--- src/rtl/hazard_pkg.sv ---
// Shared types and constants for the issue-side hazard scoreboard:
// register index type, in-flight pipe entry, and the source/entry match helper.
package hazard_pkg;

    localparam int DEPTH_DEFAULT = 3;

    typedef logic [4:0] reg_idx_t;

    localparam reg_idx_t X0 = 5'd0;

    typedef struct packed {
        logic     valid;
        reg_idx_t rd;
    } inflight_t;

    localparam inflight_t INFLIGHT_EMPTY = '{valid: 1'b0, rd: 5'd0};

    // A used, non-x0 source collides with a valid pending write to the same index.
    function automatic logic src_match(input reg_idx_t src, input logic used, input inflight_t entry);
        return used && (src != X0) && entry.valid && (entry.rd == src);
    endfunction

endpackage

--- src/rtl/inflight_pipe.sv ---
// Destination-register delay line: DEPTH-stage shift register of in-flight
// entries. Stage index 0 is the youngest, DEPTH-1 the oldest (writeback).
// kill_mask[i] squashes the entry leaving stage i as it moves to stage i+1;
// the oldest stage has no kill bit because it retires unconditionally.
module inflight_pipe
    import hazard_pkg::*;
#(
    parameter int DEPTH = DEPTH_DEFAULT
) (
    input  logic                  clk,
    input  logic                  reset,
    input  inflight_t             load,
    input  logic      [DEPTH-2:0] kill_mask,
    output inflight_t [DEPTH-1:0] stages
);

    inflight_t [DEPTH-1:0] stage_r;

    // Shift every cycle; reset empties the whole pipe immediately.
    always_ff @(posedge clk or posedge reset) begin
        if (reset) begin
            for (int i = 0; i < DEPTH; i++) begin
                stage_r[i] <= INFLIGHT_EMPTY;
            end
        end else begin
            stage_r[0] <= load;
            for (int i = 1; i < DEPTH; i++) begin
                if (kill_mask[i-1]) begin
                    stage_r[i] <= INFLIGHT_EMPTY;
                end else begin
                    stage_r[i] <= stage_r[i-1];
                end
            end
        end
    end

    assign stages = stage_r;

endmodule

--- src/rtl/hazard_scoreboard.sv ---
// Issue-side hazard controller: tracks pending destination writes through the
// in-flight pipe, blocks issue on read-after-write collisions or flush, drives
// the register-file write port at writeback and counts stall cycles.
module hazard_scoreboard
    import hazard_pkg::*;
#(
    parameter int DEPTH     = DEPTH_DEFAULT,
    parameter int WB_BYPASS = 0
) (
    input  logic        clk,
    input  logic        reset,
    input  logic        issue_valid,
    output logic        issue_ready,
    input  logic [4:0]  issue_rs1,
    input  logic [4:0]  issue_rs2,
    input  logic        issue_use_rs1,
    input  logic        issue_use_rs2,
    input  logic [4:0]  issue_rd,
    input  logic        issue_we,
    input  logic        flush,
    output logic        wb_valid,
    output logic [4:0]  wb_rd,
    output logic [15:0] stall_cnt
);

    // With a forwarding register file the writeback stage is already visible
    // to readers, so only the younger stages need comparing.
    localparam int CMP_STAGES = (WB_BYPASS != 0) ? (DEPTH - 1) : DEPTH;

    inflight_t [DEPTH-1:0] stages_s;
    inflight_t             load_s;
    logic      [DEPTH-2:0] kill_mask_s;
    logic                  hazard_s;
    logic                  accept_s;
    logic      [15:0]      stall_cnt_r;

    inflight_pipe #(
        .DEPTH (DEPTH)
    ) u_pipe (
        .clk       (clk),
        .reset     (reset),
        .load      (load_s),
        .kill_mask (kill_mask_s),
        .stages    (stages_s)
    );

    // Compare both used sources against every pending write in the compared stages.
    always_comb begin
        hazard_s = 1'b0;
        for (int i = 0; i < DEPTH; i++) begin
            if (i < CMP_STAGES) begin
                if (src_match(issue_rs1, issue_use_rs1, stages_s[i]) ||
                    src_match(issue_rs2, issue_use_rs2, stages_s[i])) begin
                    hazard_s = 1'b1;
                end else begin
                    hazard_s = hazard_s;
                end
            end else begin
                hazard_s = hazard_s;
            end
        end
    end

    assign issue_ready = !hazard_s && !flush;
    assign accept_s    = issue_valid && issue_ready;

    // Flush squashes everything younger than writeback; the oldest entry still retires.
    assign kill_mask_s = {(DEPTH-1){flush}};

    // Build the stage-1 entry: x0 and non-writing instructions are never tracked,
    // and an idle cycle inserts an empty bubble.
    always_comb begin
        load_s = INFLIGHT_EMPTY;
        if (accept_s) begin
            load_s.valid = issue_we && (issue_rd != X0);
            load_s.rd    = issue_rd;
        end else begin
            load_s = INFLIGHT_EMPTY;
        end
    end

    // Saturating count of cycles in which decode presented work but issue was blocked.
    always_ff @(posedge clk or posedge reset) begin
        if (reset) begin
            stall_cnt_r <= 16'd0;
        end else if (issue_valid && !issue_ready && (stall_cnt_r != 16'hFFFF)) begin
            stall_cnt_r <= stall_cnt_r + 16'd1;
        end else begin
            stall_cnt_r <= stall_cnt_r;
        end
    end

    // Writeback port is the oldest pipe stage, which is itself a register.
    assign wb_valid  = stages_s[DEPTH-1].valid;
    assign wb_rd     = stages_s[DEPTH-1].rd;
    assign stall_cnt = stall_cnt_r;

endmodule

--- config.mk ---
export PLATFORM = sky130hd
export DESIGN_NAME = hazard_scoreboard
export DESIGN_NICKNAME = d
export VERILOG_FILES = /design/src/rtl/hazard_pkg.sv /design/src/rtl/inflight_pipe.sv /design/src/rtl/hazard_scoreboard.sv
export SDC_FILE = /design/constraint.sdc
export NUM_CORES = 1
export LEC_CHECK = 0
export ABC_CLOCK_PERIOD_IN_PS = 5150
export CORE_MARGIN = 3
export CORE_UTILIZATION = 52
export DETAILED_ROUTE_END_ITERATION = 8
export PLACE_DENSITY = 0.87
export SYNTH_ARGS = -nofsm -noshare
export SYNTH_HDL_FRONTEND = slang
export SYNTH_HIERARCHICAL = 1
export SYNTH_SLANG_ARGS = --single-unit
--- constraint.sdc ---
create_clock -name clk -period 5.15 [get_ports clk]
set_clock_uncertainty 0.1 [all_clocks]
set_input_delay 1.03 -clock clk [delete_from_list [all_inputs] [get_ports clk]]
set_output_delay 1.03 -clock clk [all_outputs]
set_load 0.05 [all_outputs]
=== After elaboration in Yosys (flattened, before gate mapping) ===
Index checks and enable logic that the tools add are counted.

* Bits in registers: 34
* Bits of input ports: 22
* Output and inout port bits: 23
* Word-level logic and storage cells: 49

* Add/sub/neg operators: 1
* Eq/ne operators: 7
* Mux-type cells: 6
* Reductions and logical operators: 28

{| class="wikitable"
|+ Operators by type and width
! kind !! count
|-
| 5-bit equality test || 6
|-
| 1-bit logical AND || 19
|-
| 6-bit 2-to-1 mux || 3
|-
| 16-bit by 1-bit adder with 16-bit output (second input constant) || 1
|-
| 16-bit inequality test (second input constant) || 1
|-
| 5-bit nonzero test || 3
|-
| 1-bit zero test || 3
|-
| 1-bit logical OR || 3
|-
| 1-bit 2-to-1 mux || 3
|}

=== Longest topological paths before layout ===
Gate-level depths: netlist of run 1.

* Depth in word-level cells: 13
* Mapped depth: 9
* Gate-level depth less buffers: 7

=== Modules after synthesis ===
Netlist of run 1, hierarchy kept.

{| class="wikitable"
|+ By module, submodules not included
! module !! times used !! cells an instance !! area an instance (µm²) !! sequential area each (µm²)
|-
| hazard_scoreboard || 1 || 131 || 1,219.9 || 400.4
|-
| inflight_pipe || 1 || 31 || 529.3 || 450.4
|}

=== Worst setup path after synthesis of run 1 ===
OpenSTA, ideal clock, no wires.

* Kind: input to output
* Start: input issue_rs1[1]
* End: output issue_ready
* Data arrival time: 2.824 ns
* Data required time: 4.020 ns
* Path slack: 1.196 ns
* Stages: 7
* Buffers on the path: 2
* Cells stage by stage: or4_1 > o21ai_1 > a21oi_1 > or4_1 > buf_2 > buf_2 > inv_1

* Word-level cells in the longest chain between the ends: 10
* Elaborated cells between the ends (all ways): 19
* Those cells by class: eq/ne (3); mux (3); reduce/logical (13)

{| class="wikitable"
|+ Ends and longest elaborated chain
! what !! RTL line !! source
|-
| start: declaration || hazard_scoreboard.sv:14 || <nowiki>input logic [4:0] issue_rs1,</nowiki>
|-
| 5-bit nonzero test || hazard_pkg.sv:20 || <nowiki>return used && (src != X0) && entry.valid && (entry.rd == src);</nowiki>
|-
| 1-bit logical AND (3 in series) || hazard_pkg.sv:20 ||
|-
| 1-bit logical OR || hazard_scoreboard.sv:52 || <nowiki>if (src_match(issue_rs1, issue_use_rs1, stages_s[i]) ||</nowiki>
|-
| 1-bit 2-to-1 mux (2 in series) || hazard_scoreboard.sv:52 ||
|-
| 1-bit 2-to-1 mux * || hazard_scoreboard.sv:52 ||
|-
| 1-bit zero test * || hazard_scoreboard.sv:64 || <nowiki>assign issue_ready = !hazard_s && !flush;</nowiki>
|-
| 1-bit logical AND * || hazard_scoreboard.sv:64 ||
|-
| end: declaration || hazard_scoreboard.sv:13 || <nowiki>output logic issue_ready,</nowiki>
|}

Every way passes the cells marked *; elsewhere a longest branch is shown, timed or not.

=== Worst setup path in the final report of run 1 ===
* Start: input issue_rs2[1]
* End: output issue_ready

* Word-level cells in the longest chain between the ends: 10
* Elaborated cells between the ends (all ways): 19
* Those cells by class: eq/ne (3); mux (3); reduce/logical (13)

{| class="wikitable"
|+ Ends and longest elaborated chain
! what !! RTL line !! source
|-
| start: declaration || hazard_scoreboard.sv:15 || <nowiki>input logic [4:0] issue_rs2,</nowiki>
|-
| 5-bit nonzero test || hazard_pkg.sv:20 ||
|-
| 1-bit logical AND (3 in series) || hazard_pkg.sv:20 ||
|-
| 1-bit logical OR || hazard_scoreboard.sv:52 ||
|-
| 1-bit 2-to-1 mux (2 in series) || hazard_scoreboard.sv:52 ||
|-
| 1-bit 2-to-1 mux * || hazard_scoreboard.sv:52 ||
|-
| 1-bit zero test * || hazard_scoreboard.sv:64 ||
|-
| 1-bit logical AND * || hazard_scoreboard.sv:64 ||
|}

Marked as above.

==> summary.txt, run 1 <==
WORST SETUP PATH
-------------------------------------------------------------------------------------------
Kind of end point of the critical path                                           output pin
Delay-heaviest family, CP                                                      simple AND/OR/NAND/NOR gates
Max stage delay cell, worst path                                               sky130_fd_sc_hd__or4_1
Critical Path AT                                                                    3.15 ns
Category of the most critical setup path                                       input port to output pin
WP buf/inv                                                                                3
Source of the critical timing path                                             issue_rs2[1]
Startpoint type of the worst setup path                                          input port
R2r startpoint                                                                 u_pipe/stages[7]$_DFF_PP0_
Required @ worst endpoint                                                           4.02 ns
Cell mode on critical path                                                     sky130_fd_sc_hd__or4_1
Maximum fanout along the worst path                                                       4
Delay of the slowest critical-path stage                                            0.57 ns
Crit-path cells                                                                clkdlybuf4s50_1 > or4_1 > o21ai_1 > a31oi_1 > or4_1 > inv_1 > buf_12

POWER
-------------------------------------------------------------------------------------------
Power per standard cell area                                                     322 nW/µm²
Switching part of the total                                                           0.338
Total power draw                                                                   0.752 mW
Portion of total power attributed to combinational logic                              0.305
Sequential Power Share                                                                0.429
Part of the total power dissipated in the clock network                               0.266
Leakage Power                                                                       1.04 nW
Largest voltage drop on the vdd net                                              0.000304 V
Internal power consumption                                                         0.498 mW
Net switching component of the power                                               0.254 mW

YOSYS
-------------------------------------------------------------------------------------------
Warning count from the yosys run                                                          6
Library cell with the largest summed area after synthesis                      sky130_fd_sc_hd__dfrtp_1
Library cells used by synthesis                                                          25
Most instantiated cells after synthesis                                        sky130_fd_sc_hd__dfrtp_1, sky130_fd_sc_hd__xnor2_1, sky130_fd_sc_hd__xor2_1
Fraction of synthesized cell area taken by the top area cell type                     0.486
Number of standard cells after synthesis                                                162
Ranking of synthesized cells by area                                           sky130_fd_sc_hd__dfrtp_1, sky130_fd_sc_hd__xnor2_1, sky130_fd_sc_hd__xor2_1
Netlist area before placement                                                      1750 µm²
Most used flip-flop cell after synthesis                                       sky130_fd_sc_hd__dfrtp_1
Post-synthesis register bit count                                                        34
Net count after synthesis                                                               185
Portion of the post-synthesis area used by sequential elements                        0.486
Number of enable flip-flop cells after synthesis                                          0
Most numerous cell in the Yosys netlist                                        sky130_fd_sc_hd__dfrtp_1
Average footprint of a synthesized cell                                            10.8 µm²
Share of flip-flops with an asynchronous set or reset                                  1.00

DETAILED ROUTING
-------------------------------------------------------------------------------------------
DRC violation count after routing                                                         0
WL/cell                                                                             15.5 µm
Detailed-route wire length                                                          3960 µm
Number of antenna-violating nets in the routed design                                     0
Number of design-rule violations left by the first detailed-router iteration             58
Pre-Repair DR Iteration Count                                                             4
Vias after detailed routing                                                            1396
Via-per-instance ratio                                                                 5.45

DIE
-------------------------------------------------------------------------------------------
Number of placed I/O pins                                                                45
Starting density of the core                                                          0.559
Die width                                                                             64 µm
Core area                                                                          3130 µm²
Die outline area                                                                   4100 µm²
Chip height                                                                           64 µm
Total number of placement rows                                                           20

GLOBAL ROUTE
-------------------------------------------------------------------------------------------
Gr busiest metal                                                                       met2
Antenna violations before repair                                                          0
GRT overflow                                                                              0
Met1 usage in global routing                                                          0.281
Maximum number of pins on one net before global-route repair                             19
Via count of the first global-routing pass                                             1423
Met3 Track Usage GR                                                                  0.0562
GR Util All Layers                                                                    0.215
Grt met2 use                                                                          0.339
Wire length of the first global-routing pass                                        6800 µm

CLOCK TREE
-------------------------------------------------------------------------------------------
CTS Buf Count                                                                             5
CTS clk-pin slew, worst paths                                                       0.10 ns
Largest buffer count on any clock path                                                    2
Later-pin clock latency in the skew report                                          0.33 ns
# Post-CTS Setup Buffers                                                                  0
CTS resizes                                                                               0
Hold Buf Count CTS                                                                        0
Number of sinks driven by the clock tree                                                 34
TritonCTS clock tree                                                                   done
H-tree depth                                                                              2
Root cell of the clock tree                                                    sky130_fd_sc_hd__clkbuf_4

FLOW RUN
-------------------------------------------------------------------------------------------
Number of maximum-capacitance constraint violations                                       0

STA
-------------------------------------------------------------------------------------------
Setup repair after global routing missed its margin                                      no
Final worst path period share                                                         0.832
Hold_ws                                                                            0.404 ns
Worst slew margin relative to its limit                                               0.553
Final number of max-transition violations                                                 0
Tmin final                                                                          4.28 ns
Actual transition at the worst max-transition pin                                  0.670 ns
Count of final hold-check violations                                                      0
Achievable frequency                                                                233 MHz
Setup TNS after final layout                                                           0 ns
# setup viols final                                                                       0

PLACE
-------------------------------------------------------------------------------------------
Detailed-placement wirelength estimate                                              3000 µm
Gpl congestion                                                                        0.916
Total of buffers placed on input and output ports                                        44

MIN PATH
-------------------------------------------------------------------------------------------
Critical hold path startpoint                                                  stall_cnt[11]$_DFFE_PP0P_
Worst min-delay path class                                                     register to register

CELLS AND AREA
-------------------------------------------------------------------------------------------
Share of post-route cells with drive strength above 1                                0.0566
Fin nets                                                                                235
Count of inserted antenna diode cells                                                     0
Synthesis-to-finish area growth                                                       33.6%
Final design utilization                                                              0.747
Number of filler cells placed in the layout                                             236

OUTCOME
-------------------------------------------------------------------------------------------
Run status                                                                     complete, no violations

[metrics by stage]
step / instance area (µm²) / instances / worst slack [ns]
detailed placement: 2260 / 249 / 0.902
global route: 2340 / 256 / 0.803
floorplan: 1750 / 162 / 1.20
global placement: 2260 / 249 / 0.949
CTS: 2340 / 256 / 0.883
finish: 2340 / 256 / 0.867
[state kept, by name (all words and copies together) (netlist names)]
name           flops
u_pipe/stages     18
stall_cnt         16
[power by group through the flow]
stage                     clock network (mW)  registers (mW)  logic, mW
after global routing                   0.216           0.328      0.245
final                                  0.200           0.323      0.229
after CTS                              0.204           0.323      0.231
after detailed placement                   0           0.327      0.229
after floorplan                            0           0.400     0.0663
after global placement                     0           0.325      0.226
[kinds of logic (layout without fill, tap and decap cells)]
| group | Yosys count | count (layout) | share of synthesized area |
|---|---|---|---|
| AO/OA/AOI/OAI | 6 | 6 | 0.0207 |
| flip-flops | 34 | 34 | 0.486 |
| multiplexers | 1 | 1 | 0.00858 |
| XOR/XNOR | 45 | 45 | 0.225 |
| AND/OR/NAND/NOR | 68 | 68 | 0.235 |
| buffers and inverters | 7 | 57 | 0.0164 |
| adder cells (fa/ha/maj) | 1 | 1 | 0.00715 |
[per-layer routing]
| metal | part of all wire | routed length, µm | up-vias |
|---|---|---|---|
| li1 | - | - | 654 |
| met1 | 0.44 | 1760 | 673 |
| met5 | 0 | 0 | - |
| met2 | 0.47 | 1850 | 59 |
| met3 | 0.061 | 241 | 10 |
| met4 | 0.028 | 110 | 0 |
[path summary, 6_finish.rpt]
path / end / cells past startpoint / slack, ns
max in group asynchronous: u_pipe/stages[1]$_DFF_PP0_ / 2 / 3.51
min in group asynchronous: stall_cnt[8]$_DFFE_PP0P_ / 2 / 0.99
max reg2reg: stall_cnt[1]$_DFFE_PP0P_ / 8 / 2.77
max: issue_ready / 7 / 0.87
min reg2reg: stall_cnt[11]$_DFFE_PP0P_ / 1 / 0.40
min: stall_cnt[11]$_DFFE_PP0P_ / 1 / 0.40
[cell usage in the layout, fill, tap and decap left out, types with 2 or more instances in the layout]
master                            Yosys  layout
sky130_fd_sc_hd__a21oi_1              2       2
sky130_fd_sc_hd__and2_1               8       8
sky130_fd_sc_hd__and3_1              11      11
sky130_fd_sc_hd__buf_4                0       2
sky130_fd_sc_hd__clkbuf_4             0       5
sky130_fd_sc_hd__clkdlybuf4s50_1      0      43
sky130_fd_sc_hd__dfrtp_1             34      34
sky130_fd_sc_hd__inv_1                4       4
sky130_fd_sc_hd__nand2_1              3       3
sky130_fd_sc_hd__nand3_1             11      11
sky130_fd_sc_hd__nand4_1              9       9
sky130_fd_sc_hd__nor2b_1             13      13
sky130_fd_sc_hd__nor4_1               5       5
sky130_fd_sc_hd__o21ai_1              2       2
sky130_fd_sc_hd__or4_1                3       3
sky130_fd_sc_hd__xnor2_1             24      24
sky130_fd_sc_hd__xor2_1              21      21
[worst register-to-register path: cells and delay by family (launching register included)]
kind | cells | cell delay (ns)
compound gates | 1 | 0.07
xor+xnor | 1 | 0.24
buf+inv | 1 | 0.22
flops | 1 | 0.45
mux | 1 | 0.29
simple gates | 4 | 0.93
[layout make-up]
type                            instances  area, µm²  area share
Clock inverter                          1       30.0      0.0128
Tap cell                               44       55.1      0.0236
Clock buffer                            6       51.3      0.0219
Inverter                                4       15.0     0.00642
Timing Repair Buffer                   46        465       0.199
Multi-Input combinational cell        121        870       0.372
Sequential cell                        34        851       0.364
(Power assumes the default switching activity.)
==> inputs of run 2 (changes only) <==
--- a/config.mk
+++ b/config.mk
@@ -5,11 +5,11 @@
 export SDC_FILE = /design/constraint.sdc
 export NUM_CORES = 1
 export LEC_CHECK = 0
-export ABC_CLOCK_PERIOD_IN_PS = 5150
+export ABC_CLOCK_PERIOD_IN_PS = 3750
 export CORE_MARGIN = 3
-export CORE_UTILIZATION = 52
+export CORE_UTILIZATION = 44
 export DETAILED_ROUTE_END_ITERATION = 8
-export PLACE_DENSITY = 0.87
+export PLACE_DENSITY = 0.79
 export SYNTH_ARGS = -nofsm -noshare
 export SYNTH_HDL_FRONTEND = slang
 export SYNTH_HIERARCHICAL = 1
==> constraint.sdc (replaced) <==
create_clock -name clk -period 3.75 [get_ports clk]
set_clock_uncertainty 0.1 [all_clocks]
set_input_delay 0.75 -clock clk [delete_from_list [all_inputs] [get_ports clk]]
set_output_delay 0.75 -clock clk [all_outputs]
set_load 0.05 [all_outputs]
==> run 2 against run 1 <==
Register-to-register slack got worse by 1.3 ns. Sequential share of layout area fell by 1.2 points. Die area rose by 16%. Critical path depth unchanged. Combinational power increased by 42%. Cell count is 5.1% higher. Non-clock buffer count grew 8. Cell area up 3.4%. Sequential power grew 37%. Largest cell class unchanged. Highest routed layer unchanged.
==> summary.txt, run 2 (synthesis results as in run 1) <==
CLOCK TREE
-------------------------------------------------------------------------------------------
# Post-CTS Setup Buffers                                                                  0   unchanged
H-tree depth                                                                              2   unchanged
Later-pin clock latency in the skew report                                          0.29 ns   -0.04 ns
TritonCTS clock tree                                                                   done
CTS clk-pin slew, worst paths                                                       0.08 ns   -0.02 ns
Largest buffer count on any clock path                                                    2   unchanged
Number of sinks driven by the clock tree                                                 34   unchanged
CTS Buf Count                                                                             5   unchanged
Hold Buf Count CTS                                                                        0   unchanged
Root cell of the clock tree                                                    sky130_fd_sc_hd__clkbuf_8
CTS resizes                                                                               0   unchanged

CELLS AND AREA
-------------------------------------------------------------------------------------------
Number of filler cells placed in the layout                                             326   +38%
Fin nets                                                                                243   +3.4%
Max reg flops                                                                            18   unchanged
Share of post-route cells with drive strength above 1                                0.0950   +0.0384
Area of all placed cells without fillers                                           2420 µm²   +3.4%
Highest-count cells in the layout ignoring fill and taps                       sky130_fd_sc_hd__clkdlybuf4s50_1, sky130_fd_sc_hd__dfrtp_1, sky130_fd_sc_hd__xnor2_1
Synthesis-to-finish area growth                                                       38.1%
Number of cells in the finished layout apart from fillers                               269   +5.1%
Most common cell after layout, fill and taps aside                             sky130_fd_sc_hd__clkdlybuf4s50_1
Count of inserted antenna diode cells                                                     0   unchanged
Final design utilization                                                              0.645   -0.102

DETAILED ROUTING
-------------------------------------------------------------------------------------------
Via-per-instance ratio                                                                 5.23   -4.0%
Vias after detailed routing                                                            1408   +0.86%
DRC violation count after routing                                                         0   unchanged
Number of antenna-violating nets in the routed design                                     0   unchanged
WL/cell                                                                             14.6 µm   -5.6%
Number of design-rule violations left by the first detailed-router iteration             62   +6.9%
Detailed-route wire length                                                          3930 µm   -0.76%
Pre-Repair DR Iteration Count                                                             4   unchanged

STA
-------------------------------------------------------------------------------------------
Final number of max-transition violations                                                 0   unchanged
Setup repair after global routing missed its margin                                      no
Final worst path period share                                                         0.956
Actual transition at the worst max-transition pin                                  0.692 ns   +0.0215 ns
# setup viols final                                                                       0   unchanged
Tmin final                                                                          3.59 ns
Worst slew margin relative to its limit                                               0.538   -0.0143
Hold_ws                                                                            0.395 ns   -0.00838 ns
Setup ws final                                                                     0.163 ns   -0.703 ns
Setup TNS after final layout                                                           0 ns   unchanged
Achievable frequency                                                                279 MHz
Count of final hold-check violations                                                      0   unchanged

OUTCOME
-------------------------------------------------------------------------------------------
Run status                                                                     complete, no violations

DIE
-------------------------------------------------------------------------------------------
Die outline area                                                                   4770 µm²   +16%
Chip height                                                                         69.1 µm   +7.9%
Total number of placement rows                                                           22   +10%
Core area                                                                          3740 µm²   +20%
Starting density of the core                                                          0.467   -0.0920
Number of placed I/O pins                                                                45   unchanged
Die width                                                                           69.1 µm   +7.9%

PLACE
-------------------------------------------------------------------------------------------
Total of buffers placed on input and output ports                                        44   unchanged
Post-Place Setup Slack                                                             0.151 ns   -0.751 ns
Gpl congestion                                                                        0.897   -2.0%
Detailed-placement wirelength estimate                                              3020 µm   +0.67%
Number of placed cells counting well taps                                               261   +4.8%
Post-placement cell area                                                           2320 µm²   +2.9%

GLOBAL ROUTE
-------------------------------------------------------------------------------------------
Wire length of the first global-routing pass                                        6690 µm   -1.6%
GRT overflow                                                                              0   unchanged
GR Util All Layers                                                                    0.176   -0.0389
Maximum number of pins on one net before global-route repair                             19   unchanged
Antenna violations before repair                                                          0   unchanged
Via count of the first global-routing pass                                             1455   +2.2%

POWER
-------------------------------------------------------------------------------------------
Leakage Power                                                                       1.08 nW   +4.0%
Total power draw                                                                    1.05 mW   +39%
Largest voltage drop on the vdd net                                              0.000543 V   +79%
Power per standard cell area                                                     433 nW/µm²   +35%

WORST SETUP PATH
-------------------------------------------------------------------------------------------
Max stage delay cell, worst path                                               sky130_fd_sc_hd__or4_1
Required @ worst endpoint                                                           2.90 ns   -1.12 ns
Category of the most critical setup path                                       input port to output pin
Delay of the slowest critical-path stage                                            0.56 ns   about the same
Critical Path AT                                                                    2.74 ns   -0.41 ns
Maximum fanout along the worst path                                                       2   -2
Startpoint type of the worst setup path                                          input port
Cell mode on critical path                                                     sky130_fd_sc_hd__or4_1
Crit-path cells                                                                clkdlybuf4s50_1 > or4_1 > o21ai_1 > a31oi_1 > or4_1 > inv_1 > buf_12
Kind of end point of the critical path                                           output pin

MIN PATH
-------------------------------------------------------------------------------------------
Worst min-delay path class                                                     register to register

FLOW RUN
-------------------------------------------------------------------------------------------
Number of maximum-capacitance constraint violations                                       0   unchanged

run 2: cell count changes in the layout (fill, tap and decap cells not counted):
cell	previous run	this run
sky130_fd_sc_hd__clkinv_2	0	1
sky130_fd_sc_hd__bufinv_16	1	0
sky130_fd_sc_hd__clkbuf_8	1	6
sky130_fd_sc_hd__buf_4	2	10
sky130_fd_sc_hd__clkinvlp_4	0	1
sky130_fd_sc_hd__clkbuf_4	5	0
run 2: metal layers:
| metal | global-route usage | vias up | part of all wire |
|---|---|---|---|
| li1 | - | 674 | - |
| met1 | 0.234 | 682 | 0.44 |
| met2 | 0.276 | 43 | 0.48 |
| met3 | 0.0350 | 9 | 0.049 |
| met4 | 0.0824 | 0 | 0.022 |
| met5 | 0 | - | 0 |
run 2: worst max-delay path: cells and delay by family:
kind,cells,cell delay (ns)
compound gates,2,0.19
buf+inv,3,0.70
simple gates,2,1.10
run 2: area by class of cell:
class | count | area (µm²) | share of cell area
timing repair buffer | 54 | 526 | 0.218
inverter | 4 | 15.0 | 0.00621
clock buffer | 6 | 82.6 | 0.0342
sequential | 34 | 851 | 0.352
tap | 48 | 60.1 | 0.0249
clock inverter | 2 | 12.5 | 0.00518
multi-input combinational | 121 | 870 | 0.360
run 2: worst paths after layout:
check,from,to,slack [ns],cells past startpoint
max,issue_rs2[1],issue_ready,0.16,7
min reg2reg,stall_cnt[15]$_DFFE_PP0P_,stall_cnt[15]$_DFFE_PP0P_,0.40,1
max in group asynchronous,reset,u_pipe/stages[5]$_DFF_PP0_,2.30,2
min in group asynchronous,reset,stall_cnt[15]$_DFFE_PP0P_,0.76,2
max reg2reg,u_pipe/stages[4]$_DFF_PP0_,stall_cnt[1]$_DFFE_PP0P_,1.43,8
min,stall_cnt[15]$_DFFE_PP0P_,stall_cnt[15]$_DFFE_PP0P_,0.40,1
run 2: report_power, final:
group          total [mW]  internal, mW  switching, mW
combinational       0.325         0.134          0.191
sequential          0.443         0.402         0.0417
clock               0.278         0.147          0.131
==> inputs of run 3 (changes only) <==
--- a/config.mk
+++ b/config.mk
@@ -8,6 +8,7 @@
 export ABC_CLOCK_PERIOD_IN_PS = 3750
 export CORE_MARGIN = 3
 export CORE_UTILIZATION = 44
+export CTS_CLUSTER_SIZE = 10
 export DETAILED_ROUTE_END_ITERATION = 8
 export PLACE_DENSITY = 0.79
 export SYNTH_ARGS = -nofsm -noshare
==> results of run 3 <==
Final layout, timing and power as in run 2 (identical DEF).
